### src/rtl/usb_utmi_pkg.sv
// Shared UTMI types and constants for the FS-only UTM.
package usb_utmi_pkg;

    typedef enum logic [1:0] {
        LsSe0 = 2'b00,
        LsJ   = 2'b01,
        LsK   = 2'b10,
        LsSe1 = 2'b11
    } utmi_line_state_t;

    typedef enum logic [2:0] {
        RxIdle,
        RxSync,
        RxData,
        RxEop,
        RxErrWait
    } usb_rx_state_t;

    localparam int unsigned USB_SYNC_MIN_ZEROS = 5;
    localparam int unsigned USB_SYNC_TIMEOUT   = 16;
    localparam int unsigned USB_RX_IDLE_J_BITS = 8;

endpackage

### src/rtl/usb_utm_rx_ctrl.sv
// Receive sequencer: SYNC hunt, LSB-first byte assembly, EOP and stuff-error handling,
// producing UTMI rx_active / rx_valid / rx_data / rx_error.
module usb_utm_rx_ctrl
    import usb_utmi_pkg::*;
#(
    parameter int unsigned SYNC_MIN_ZEROS = USB_SYNC_MIN_ZEROS,
    parameter int unsigned SYNC_TIMEOUT   = USB_SYNC_TIMEOUT
) (
    input  logic             clk,
    input  logic             rst,
    input  utmi_line_state_t line_state,
    input  logic             bit_strobe,
    input  logic             bit_val,
    input  logic             bit_stuff,
    input  logic             stuff_err,
    input  logic             tx_active,
    output logic             rx_active,
    output logic             rx_valid,
    output logic [7:0]       rx_data,
    output logic             rx_error
);

    localparam logic [2:0] MinZeros = 3'(SYNC_MIN_ZEROS);
    localparam logic [4:0] Timeout  = 5'(SYNC_TIMEOUT);
    localparam logic [2:0] JLast    = 3'(USB_RX_IDLE_J_BITS - 1);

    usb_rx_state_t state_q;
    logic [2:0]    zero_cnt_q;
    logic [4:0]    sync_cnt_q;
    logic [2:0]    bit_cnt_q;
    logic [2:0]    j_cnt_q;
    logic [6:0]    shift_q;
    logic          err_pend_q;
    logic [4:0]    sync_cnt_inc;

    assign sync_cnt_inc = sync_cnt_q + 5'd1;

    always_ff @(posedge clk or posedge rst) begin
        if (rst) begin
            state_q    <= RxIdle;
            zero_cnt_q <= 3'd0;
            sync_cnt_q <= 5'd0;
            bit_cnt_q  <= 3'd0;
            j_cnt_q    <= 3'd0;
            shift_q    <= 7'd0;
            err_pend_q <= 1'b0;
            rx_active  <= 1'b0;
            rx_valid   <= 1'b0;
            rx_data    <= 8'h00;
            rx_error   <= 1'b0;
        end else begin
            rx_valid <= 1'b0;
            rx_error <= 1'b0;
            if (tx_active) begin
                state_q    <= RxIdle;
                zero_cnt_q <= 3'd0;
                sync_cnt_q <= 5'd0;
                bit_cnt_q  <= 3'd0;
                j_cnt_q    <= 3'd0;
                err_pend_q <= 1'b0;
                rx_active  <= 1'b0;
            end else begin
                unique case (state_q)
                    RxIdle: begin
                        // Also retires rx_active one clock after an errored EOP exit.
                        rx_active <= 1'b0;
                        if (bit_strobe && line_state == LsK) begin
                            state_q    <= RxSync;
                            zero_cnt_q <= 3'd0;
                            sync_cnt_q <= 5'd0;
                            bit_cnt_q  <= 3'd0;
                        end
                    end
                    RxSync: begin
                        rx_active <= 1'b0;
                        if (bit_strobe) begin
                            sync_cnt_q <= sync_cnt_inc;
                            if (line_state == LsSe0) begin
                                state_q <= RxIdle;
                            end else if (bit_val) begin
                                if (zero_cnt_q >= MinZeros) begin
                                    state_q   <= RxData;
                                    rx_active <= 1'b1;
                                    bit_cnt_q <= 3'd0;
                                end else begin
                                    state_q <= RxIdle;
                                end
                            end else if (sync_cnt_inc >= Timeout) begin
                                state_q <= RxIdle;
                            end else if (zero_cnt_q != 3'd7) begin
                                zero_cnt_q <= zero_cnt_q + 3'd1;
                            end
                        end
                    end
                    RxData: begin
                        if (bit_strobe) begin
                            if (line_state == LsSe0) begin
                                state_q    <= RxEop;
                                err_pend_q <= (bit_cnt_q != 3'd0);
                            end else if (stuff_err) begin
                                state_q  <= RxErrWait;
                                rx_error <= 1'b1;
                                j_cnt_q  <= 3'd0;
                            end else if (!bit_stuff) begin
                                shift_q   <= {bit_val, shift_q[6:1]};
                                bit_cnt_q <= bit_cnt_q + 3'd1;
                                if (bit_cnt_q == 3'd7) begin
                                    rx_data  <= {bit_val, shift_q};
                                    rx_valid <= 1'b1;
                                end
                            end
                        end
                    end
                    RxEop: begin
                        if (bit_strobe) begin
                            if (line_state == LsJ) begin
                                state_q <= RxIdle;
                                // With an error pending, rx_active stays up for the error pulse.
                                if (err_pend_q) begin
                                    rx_error <= 1'b1;
                                end else begin
                                    rx_active <= 1'b0;
                                end
                            end else if (line_state != LsSe0) begin
                                state_q  <= RxErrWait;
                                rx_error <= 1'b1;
                                j_cnt_q  <= 3'd0;
                            end
                        end
                    end
                    RxErrWait: begin
                        rx_active <= 1'b0;
                        if (bit_strobe) begin
                            if (line_state != LsJ) begin
                                j_cnt_q <= 3'd0;
                            end else if (j_cnt_q == JLast) begin
                                state_q <= RxIdle;
                            end else begin
                                j_cnt_q <= j_cnt_q + 3'd1;
                            end
                        end
                    end
                    default: begin
                        state_q   <= RxIdle;
                        rx_active <= 1'b0;
                    end
                endcase
            end
        end
    end

endmodule

### config.mk
export PLATFORM = sky130hd
export DESIGN_NAME = usb_utm_rx_ctrl
export DESIGN_NICKNAME = d
export VERILOG_FILES = /design/src/rtl/usb_utmi_pkg.sv /design/src/rtl/usb_utm_rx_ctrl.sv
export SDC_FILE = /design/constraint.sdc
export NUM_CORES = 1
export LEC_CHECK = 0
export BUFFER_PORTS_ARGS = -buffer_cell sky130_fd_sc_hd__buf_4
export CAP_MARGIN = 15
export CORE_MARGIN = 2
export CORE_UTILIZATION = 45
export CTS_BUF_LIST = sky130_fd_sc_hd__clkbuf_8
export DETAILED_ROUTE_END_ITERATION = 8
export HOLD_SLACK_MARGIN = 0.02
export PLACE_DENSITY = 0.66
export RECOVER_POWER = 50
export SETUP_SLACK_MARGIN = 0.2
export SLEW_MARGIN = 40
export SYNTH_ARGS = -nofsm -noshare
export SYNTH_HDL_FRONTEND = slang
export SYNTH_SLANG_ARGS = --single-unit
### constraint.sdc
create_clock -name clk -period 2 [get_ports clk]
set_input_delay 0.6 -clock clk [delete_from_list [all_inputs] [get_ports clk]]
set_output_delay 0.6 -clock clk [all_outputs]
set_load 0.005 [all_outputs]
### Yosys cells after proc, flatten, opt, wreduce, memory -nomap -nowiden

Index checks and enable logic that the tools add are counted.

* add/subtract/negate cells: 4
* $lt $le $gt $ge: 2
* equality and inequality tests: 36
* mux-type cells: 79
* bitwise operators: 4
* reductions and logical operators: 20

Operators by type and width (number)
* 2-to-1 mux 3 bit: 41
* != test 3 bit (second input constant): 22
* 2-to-1 mux 1 bit: 27
* AND reduction 10 bit: 2
* one-hot mux 3 bit (3 select lines): 2
* 2-to-1 mux 5 bit: 3
* one-hot mux 3 bit (5 select lines): 1
* AND reduction 7 bit: 2
* != test 4 bit (second input constant): 3
* one-hot mux 5 bit (2 select lines): 1
* adder 3 x 1 -> 3 bit (second input constant): 3
* equality test 3 bit (second input constant): 3
* AND reduction 9 bit: 1
* nonzero test 2 bit: 4
* nonzero test 4 bit: 2
* equality test 3 x 2 -> 1 bit (second input constant): 2
* one-hot mux 3 bit (2 select lines): 1
* AND reduction 3 bit: 2
* AND reduction 6 bit: 1
* nonzero test 3 bit: 2
* adder 5 x 1 -> 5 bit (second input constant): 1
* greater-or-equal comparator 5 bit (second input constant): 1
* != test 5 bit (second input constant): 1
* NOT 1 bit: 4
* 13 further kinds: 13

* register bits after elaboration: 36
* bits of input ports: 9
* output and inout bits: 11
* word-level logic and storage cells: 156

### Logic depth before layout (Yosys ltp)

Gate-level depths: netlist (run 1).

* depth after elaboration: 8
* mapped depth: 7
* depth with buffers taken out: 7

### Worst setup path before layout (run 1)

No wires, ideal clock.

* kind: input to register
* from: input tx_active
* to: register shift_q[0]
* library setup time: 128 ps
* data arrival time: 1897 ps
* data required time: 1872 ps
* slack: -25 ps
* cell stages on the path: 5
* buffers on the path: 2
* cell sequence: buf_2 or2_1 nor4_4 buf_4 mux2_1

* longest elaborated chain between the ends: 2

RTL lines
* start, declared: RTL line usb_utm_rx_ctrl.sv:16 `input logic tx_active,`
* NOT 1 bit (no source line)
* AND reduction 6 bit (no source line)
* end signal, assigned: RTL line usb_utm_rx_ctrl.sv:105 `shift_q <= {bit_val, shift_q[6:1]};`
* end, declared: RTL line usb_utm_rx_ctrl.sv:32 `logic [6:0] shift_q;`

Every way passes these cells.
A chain may end at the register's enable or synchronous reset.

### Worst setup path in the final report (run 1)

* from: input stuff_err
* to: register shift_q[0]

* longest elaborated chain between the ends: 2

RTL lines
* start, declared: RTL line usb_utm_rx_ctrl.sv:15 `input logic stuff_err,`
* NOT 1 bit (no source line)
* AND reduction 6 bit (no source line)

Every way passes these cells.

==> qor.csv, run 1 <==
stage,metric,value,unit
grt,grt_pass1_wl,7550,µm
setup_path,worstReg2RegStart,state_q[0],
setup_path,worstSetupStartpoint,stuff_err,
setup_path,critical_path.endpoint_type,register,
logic_synthesis,synth_edf_count,0,
placement,placement.io_buffers,19,
logic_synthesis,synth.yosys.warnings,0,
power,sw_frac_of_total,29.7,%
logic_synthesis,synth_xor_xnor_area_share,0.893,%
logic_synthesis,post_synth_and_or_nand_nor_area_fraction,17.6,%
grt,groute.usage.overall,19.8,%
finish,n_fill_cell,346,
power,power_frac_comb,18.6,%
logic_synthesis,number_of_synthesized_register_bits,36,
grt,grt_antenna_before_repair,0,
setup_path,critPathSlowestCell,sky130_fd_sc_hd__or3_4,
logic_synthesis,share_of_the_yosys_chip_area_belonging_to_registers,45.9,%
logic_synthesis,post_synth_main_area_contributors,"sky130_fd_sc_hd__dfrtp_1, sky130_fd_sc_hd__mux2_4, sky130_fd_sc_hd__ha_1",
run,max-cap-violations,0,
grt,first_global_vias,1642,
drt,ant_nets,0,
logic_synthesis,postSynthNetCount,195,
drt,detailed_route_wire_length_per_cell,17.5,µm
placement,hpwlAfterDp,3200,µm
clock_tree,cts_max_level,2,
drt,drc,0,
finish,layout-drive-gt1-share,40.6,%
finish,final_nets,236,
setup_path,critical_path.startpoint_type,primary input,
logic_synthesis,yosys_most_used_dff,sky130_fd_sc_hd__dfrtp_1,
finish,insertedDiodeCount,0,
clock_tree,clock_sink_count,36,
setup_path,cp_data_arrival_time,2.00,ns
power,peakVddDrop,443,µV
timing,rsz0062_at_grt,yes,
floorplanning,die_h,70.0,µm
floorplanning,die_w,70.0,µm
clock_tree,post_cts_hold_buffer_count,0,
logic_synthesis,post_synthesis_instance_area,1960,µm²
hold_path,holdCritStartpoint,rx_data[1],
logic_synthesis,synth_mux_area_share,13.9,%
clock_tree,cts_buffers,5,
floorplanning,fp.dieArea,4900,µm²
timing,fin_hold_ws,0.513,ns
clock_tree,tritoncts,done,
logic_synthesis,yosysTopAreaCell,sky130_fd_sc_hd__dfrtp_1,
setup_path,critical_path_required,2.18,ns
setup_path,critPathMaxFanout,8,
timing,timing.max_slew.rel_slack,39.4,%
power,power_per_cell_area,610,nW/µm²
timing,finalWorstPathRequiredPeriod,1.82,ns
setup_path,cp.buffers_inverters,3,
timing,finalSetupViolations,0,
drt,viasPerCell,5.91,
finish,commonest_non_fill_non_tap_cell_in_the_layout,sky130_fd_sc_hd__dfrtp_1,
power,p_leak,1.25,nW
drt,via_count,1601,
grt,grt_overflow,0,
power,seq_power_share,48.7,%
drt,initialDrtViolationCount,93,
finish,final_cell_mix,"sky130_fd_sc_hd__dfrtp_1, sky130_fd_sc_hd__buf_4, sky130_fd_sc_hd__mux2_4",
logic_synthesis,synth_fa_ha_area_share,5.74,%
logic_synthesis,dominant_combinational_cell_family_by_area_after_synthesis,simple AND/OR/NAND/NOR gates,
floorplanning,core_region_area,4260,µm²
floorplanning,initial_utilization,46.0,%
setup_path,cell_breakdown_of_the_critical_path,buf_6 -> or3_4 -> nor4_4 -> buf_6 -> buf_8 -> mux2_4,
setup_path,criticalPathCategory,in -> reg,
logic_synthesis,yosys.area.top_type_share,45.9,%
grt,grt_start_max_net_pins,37,
logic_synthesis,synthCells,177,
finish,layout.core_utilization,59.6,%
timing,max_slew.worst_pin.slew,0.910,ns
clock_tree,cts.path.max_buffers,2,
clock_tree,clock_insertion_delay_worst_skew,0.29,ns
finish,areaGrowthSynthToFinish,29.7,%
clock_tree,path_clk_slew,0.07,ns
setup_path,cp_top_family,simple AND/OR/NAND/NOR gates,
setup_path,cpMostUsedCell,sky130_fd_sc_hd__buf_6,
logic_synthesis,synth.lib_cells_used.distinct,51,
logic_synthesis,async_flop_share,100,%
drt,dr.pass1.iters,4,
status,run_status,"finished, final reports clean",
power,clock_power_share,32.8,%
floorplanning,rows,24,
logic_synthesis,syn_area_per_cell,11.1,µm²
hold_path,hold_path.class,reg -> reg,
drt,routed_wl,4730,µm
clock_tree,root_buffer_master,sky130_fd_sc_hd__clkbuf_8,
timing,max_freq,0.551,GHz
timing,timing.final.hold_violations,0,
timing,timing_max_transition_violations_final,0,
timing,final_min_period_over_clock_period,90.8,%
power,power_switching,461,µW
setup_path,critPathMaxStageDelay,0.40,ns
logic_synthesis,synth-compound-area-share,12.6,%
floorplanning,ioPinCount,20,
placement,routabilityCongestion,0.839,
power,internal_cell_power,1.09,mW
timing,clock_tree_skew_after_final_layout,0.00443,ns
==> layer usage <==
metal | share of wire, % | routed length (µm) | global-route usage (%)
met5 | 0 | 0 | 0
met2 | 50 | 2350 | 32.2
met4 | 4.0 | 190 | 9.83
met1 | 40 | 1880 | 23.6
met3 | 6.5 | 306 | 6.35
==> Yosys cell counts, types with 2 or more instances <==
cell type / number
sky130_fd_sc_hd__nand3_1: 9
sky130_fd_sc_hd__nor2b_1: 4
sky130_fd_sc_hd__o21ai_1: 7
sky130_fd_sc_hd__nand4_1: 5
sky130_fd_sc_hd__and3_1: 2
sky130_fd_sc_hd__mux2_4: 8
sky130_fd_sc_hd__nand2b_1: 2
sky130_fd_sc_hd__o211ai_1: 2
sky130_fd_sc_hd__a21oi_1: 5
sky130_fd_sc_hd__mux2i_1: 4
sky130_fd_sc_hd__a22o_1: 2
sky130_fd_sc_hd__o2bb2ai_1: 2
sky130_fd_sc_hd__nand2_1: 8
sky130_fd_sc_hd__ha_1: 9
sky130_fd_sc_hd__nor2_1: 11
sky130_fd_sc_hd__buf_2: 3
sky130_fd_sc_hd__inv_1: 9
sky130_fd_sc_hd__mux2_1: 9
sky130_fd_sc_hd__dfrtp_1: 36
sky130_fd_sc_hd__o21ai_0: 4
sky130_fd_sc_hd__or3_1: 4
sky130_fd_sc_hd__a2111oi_0: 2
sky130_fd_sc_hd__inv_2: 2
==> power by group through the flow <==
stage,sequential (mW),combinational [mW],clock (mW)
after detailed placement,0.767,0.246,0
after global placement,0.765,0.234,0
final,0.755,0.288,0.508
after global routing,0.755,0.312,0.562
after CTS,0.752,0.259,0.524
after floorplan,0.768,0.149,0
==> state kept, by name (all words and copies together), names as in the netlist <==
register and count:
zero_cnt_q 3, sync_cnt_q 5, j_cnt_q 3, bit_cnt_q 3
shift_q 7, rx_valid 1, state_q 3, rx_active 1
rx_error 1, err_pend_q 1, rx_data 8
==> what timing repair did <==
item	in CTS	in global routing
resized for setup	7	16
buffers inserted	0	3
gates cloned	0	1
pin swaps	1	10
setup endpoints to repair	13	26
==> cells by family after synthesis <==
kind of cell / count (synthesis)
compound gates: 35
xor+xnor: 2
fa+ha+maj: 9
buf+inv: 15
flops: 36
mux: 22
simple gates: 58
==> cell type report <==
cell class                      count  area, µm²  share of cell area (%)
Multi-Input combinational cell    127       1150                    45.3
Sequential cell                    36        903                    35.5
Timing Repair Buffer               37        290                    11.4
Clock buffer                        5       68.8                    2.71
Tap cell                           52       65.1                    2.56
Inverter                           11       45.0                    1.77
Clock inverter                      3       18.8                   0.738
==> metrics by stage <==
stage	setup slack, ns	total power [mW]	TNS [ns]	std cells	cell area [µm²]
2_1_floorplan	0.0634	0.918	0	177	2020
3_3_place_gp	-0.109	0.999	-1.34	259	2310
3_5_place_dp	-0.144	1.01	-1.93	259	2310
4_1_cts	0.191	1.54	0	267	2440
5_1_grt	0.151	1.63	0	271	2540
6_report	0.184	1.55	0	271	2540
==> worst paths after layout <==
check,endpoint,slack (ns),cells past startpoint
worst min-delay path,rx_data[1],0.51,1
worst max register to register,shift_q[0],0.20,5
max in group asynchronous,state_q[1],0.79,3
worst max-delay path,shift_q[0],0.18,6
worst min register to register,rx_data[1],0.51,1
min in group asynchronous,rx_data[5],0.59,3
No activity file was read; power rests on OpenSTA's default activity.
==> inputs of run 2 (changes only) <==
CORE_ASPECT_RATIO = 1.4   (was default)
CORE_UTILIZATION = 50   (was 45)
PLACE_DENSITY = 0.72   (was 0.66)
==> qor.csv, run 2 (synthesized netlist as in run 1, its figures left out) <==
stage,metric,value,unit
status,run_status,"finished, final reports clean",
grt,grt_pass1_wl,7260,µm
setup_path,critPathMaxStageDelay,0.46,ns
grt,groute.usage.overall,20.6,%
drt,initialDrtViolationCount,72,
setup_path,cp.buffers_inverters,1,
timing,max_slew.worst_pin.slew,0.882,ns
timing,finalSetupViolations,0,
power,peakVddDrop,537,µV
grt,grt_overflow,0,
floorplanning,ioPinCount,20,
setup_path,critical_path.endpoint_type,register,
placement,placement.io_buffers,19,
setup_path,rrSetupSlack,0.22,ns
setup_path,worstSetupStartpoint,state_q[2],
setup_path,cp_data_arrival_time,1.98,ns
timing,clock_tree_skew_after_final_layout,0.00323,ns
floorplanning,rows,26,
placement,routabilityCongestion,0.885,
grt,grt_antenna_before_repair,0,
setup_path,worstReg2RegStart,state_q[2],
power,internal_cell_power,1.09,mW
floorplanning,initial_utilization,52.9,%
clock_tree,cts_buffers,5,
power,p_leak,1.24,nW
placement,hpwlAfterDp,3160,µm
finish,largest_reg_flops,8,
finish,final_nets,239,
finish,final_cell_mix,"sky130_fd_sc_hd__dfrtp_1, sky130_fd_sc_hd__buf_4, sky130_fd_sc_hd__mux2_4",
finish,commonest_non_fill_non_tap_cell_in_the_layout,sky130_fd_sc_hd__dfrtp_1,
setup_path,timing.rr.end,state_q[1],
drt,ant_nets,0,
clock_tree,path_clk_slew,0.07,ns
finish,layout.core_utilization,67.5,%
clock_tree,clock_sink_count,36,
placement,dpl-instance-area,2320,µm²
setup_path,crit_path_end,state_q[1],
power,power_frac_comb,17.2,%
finish,final_area,2500,µm²
clock_tree,tritoncts,done,
timing,max_freq,0.562,GHz
run,max-cap-violations,0,
power,sw_frac_of_total,28.7,%
power,power_per_cell_area,609,nW/µm²
power,seq_power_share,49.5,%
setup_path,worst-path-stages,6,
timing,final_min_period_over_clock_period,89.0,%
setup_path,criticalPathCategory,reg -> reg,
clock_tree,cts.path.max_buffers,2,
setup_path,critical_path_required,2.20,ns
drt,dr.pass1.iters,4,
timing,timing_max_transition_violations_final,0,
placement,dpl.cell_count,251,
floorplanning,die_h,78.1,µm
drt,drc,0,
power,clock_power_share,33.3,%
floorplanning,fp.dieArea,4450,µm²
drt,viasPerCell,5.97,
finish,top_register,rx_data,
grt,first_global_vias,1605,
grt,grt_start_max_net_pins,37,
setup_path,critPathSlowestCell,sky130_fd_sc_hd__or4_4,
finish,areaGrowthSynthToFinish,27.7,%
finish,final_cell_count_no_fill,264,
floorplanning,die_w,56.9,µm
setup_path,critical_path.startpoint_type,register,
clock_tree,root_buffer_master,sky130_fd_sc_hd__clkbuf_8,
clock_tree,cts_max_level,2,
drt,via_count,1575,
drt,routed_wl,4310,µm
timing,finalWorstPathRequiredPeriod,1.78,ns
setup_path,critPathMaxFanout,5,
drt,detailed_route_wire_length_per_cell,16.3,µm
clock_tree,clock_insertion_delay_worst_skew,0.28,ns
setup_path,cell_breakdown_of_the_critical_path,buf_4 -> xnor2_1 -> or4_4 -> nand3_2 -> and3b_2 -> mux2i_1,
finish,n_fill_cell,290,
timing,timing.max_slew.rel_slack,41.2,%
setup_path,ff2ff_path_depth,6,
finish,insertedDiodeCount,0,
floorplanning,core_region_area,3710,µm²
timing,timing.final.hold_violations,0,
finish,layout-drive-gt1-share,39.6,%
setup_path,cp_top_family,simple AND/OR/NAND/NOR gates,
power,design_power_total,1.52,mW
finish,reg_top3,"rx_data (8), shift_q (7), sync_cnt_q (5)",
hold_path,hold_path.class,reg -> reg,
timing,rsz0062_at_grt,no,
power,power_switching,438,µW
-- run 2: power groups by stage --
stage,clock network (mW),registers (mW),logic (mW)
2_1_floorplan,0,0.768,0.149
3_3_place_gp,0,0.766,0.238
3_5_place_dp,0,0.766,0.242
4_1_cts,0.522,0.753,0.248
5_1_grt,0.553,0.756,0.289
6_report,0.508,0.755,0.262
-- run 2: area by class of cell --
cell class                      instances  area, µm²  area share, %
Tap cell                               42       52.6           2.10
Multi-Input combinational cell        127       1110           44.3
Sequential cell                        36        903           36.1
Clock inverter                          3       18.8          0.750
Timing Repair Buffer                   40        309           12.3
Inverter                               11       41.3           1.65
Clock buffer                            5       68.8           2.75
-- run 2: routing by layer --
layer  vias to the layer above  GRT usage (%)  routed length (µm)
li1                        733              -                   -
met5                         -              0                   0
met2                        51           35.7                2230
met3                        13           4.45                 170
met1                       778           24.8                1810
met4                         0           7.44                 105
-- run 2: worst min-delay path by stage --
stage,from,end,slack [ns],depth (start not counted)
4_1_cts,rst,state_q[0],0.43,3
5_1_grt,tx_active,err_pend_q,0.52,2
3_5_place_dp,j_cnt_q[1],j_cnt_q[1],0.49,1
2_1_floorplan,j_cnt_q[1],j_cnt_q[1],0.47,1
6_report,j_cnt_q[1],j_cnt_q[1],0.50,1
3_3_place_gp,j_cnt_q[2],j_cnt_q[2],0.48,1
-- run 2: timing repair --
action / CTS / global route
pin swaps: 0 / 8
setup endpoints to repair: 11 / 24
hold buffers: 0 / 0
buffers inserted: 0 / 4
gates resized for setup: 4 / 11
gates cloned: 0 / 1
-- run 2: per-stage QoR --
stage                     worst slack (ns)  setup TNS (ns)  hold WS, ns
after floorplan                     0.0634               0        0.468
after global placement              -0.102           -1.18        0.481
after detailed placement            -0.123           -1.47        0.492
after CTS                            0.190               0        0.428
after global routing                 0.137               0        0.516
final                                0.220               0        0.503
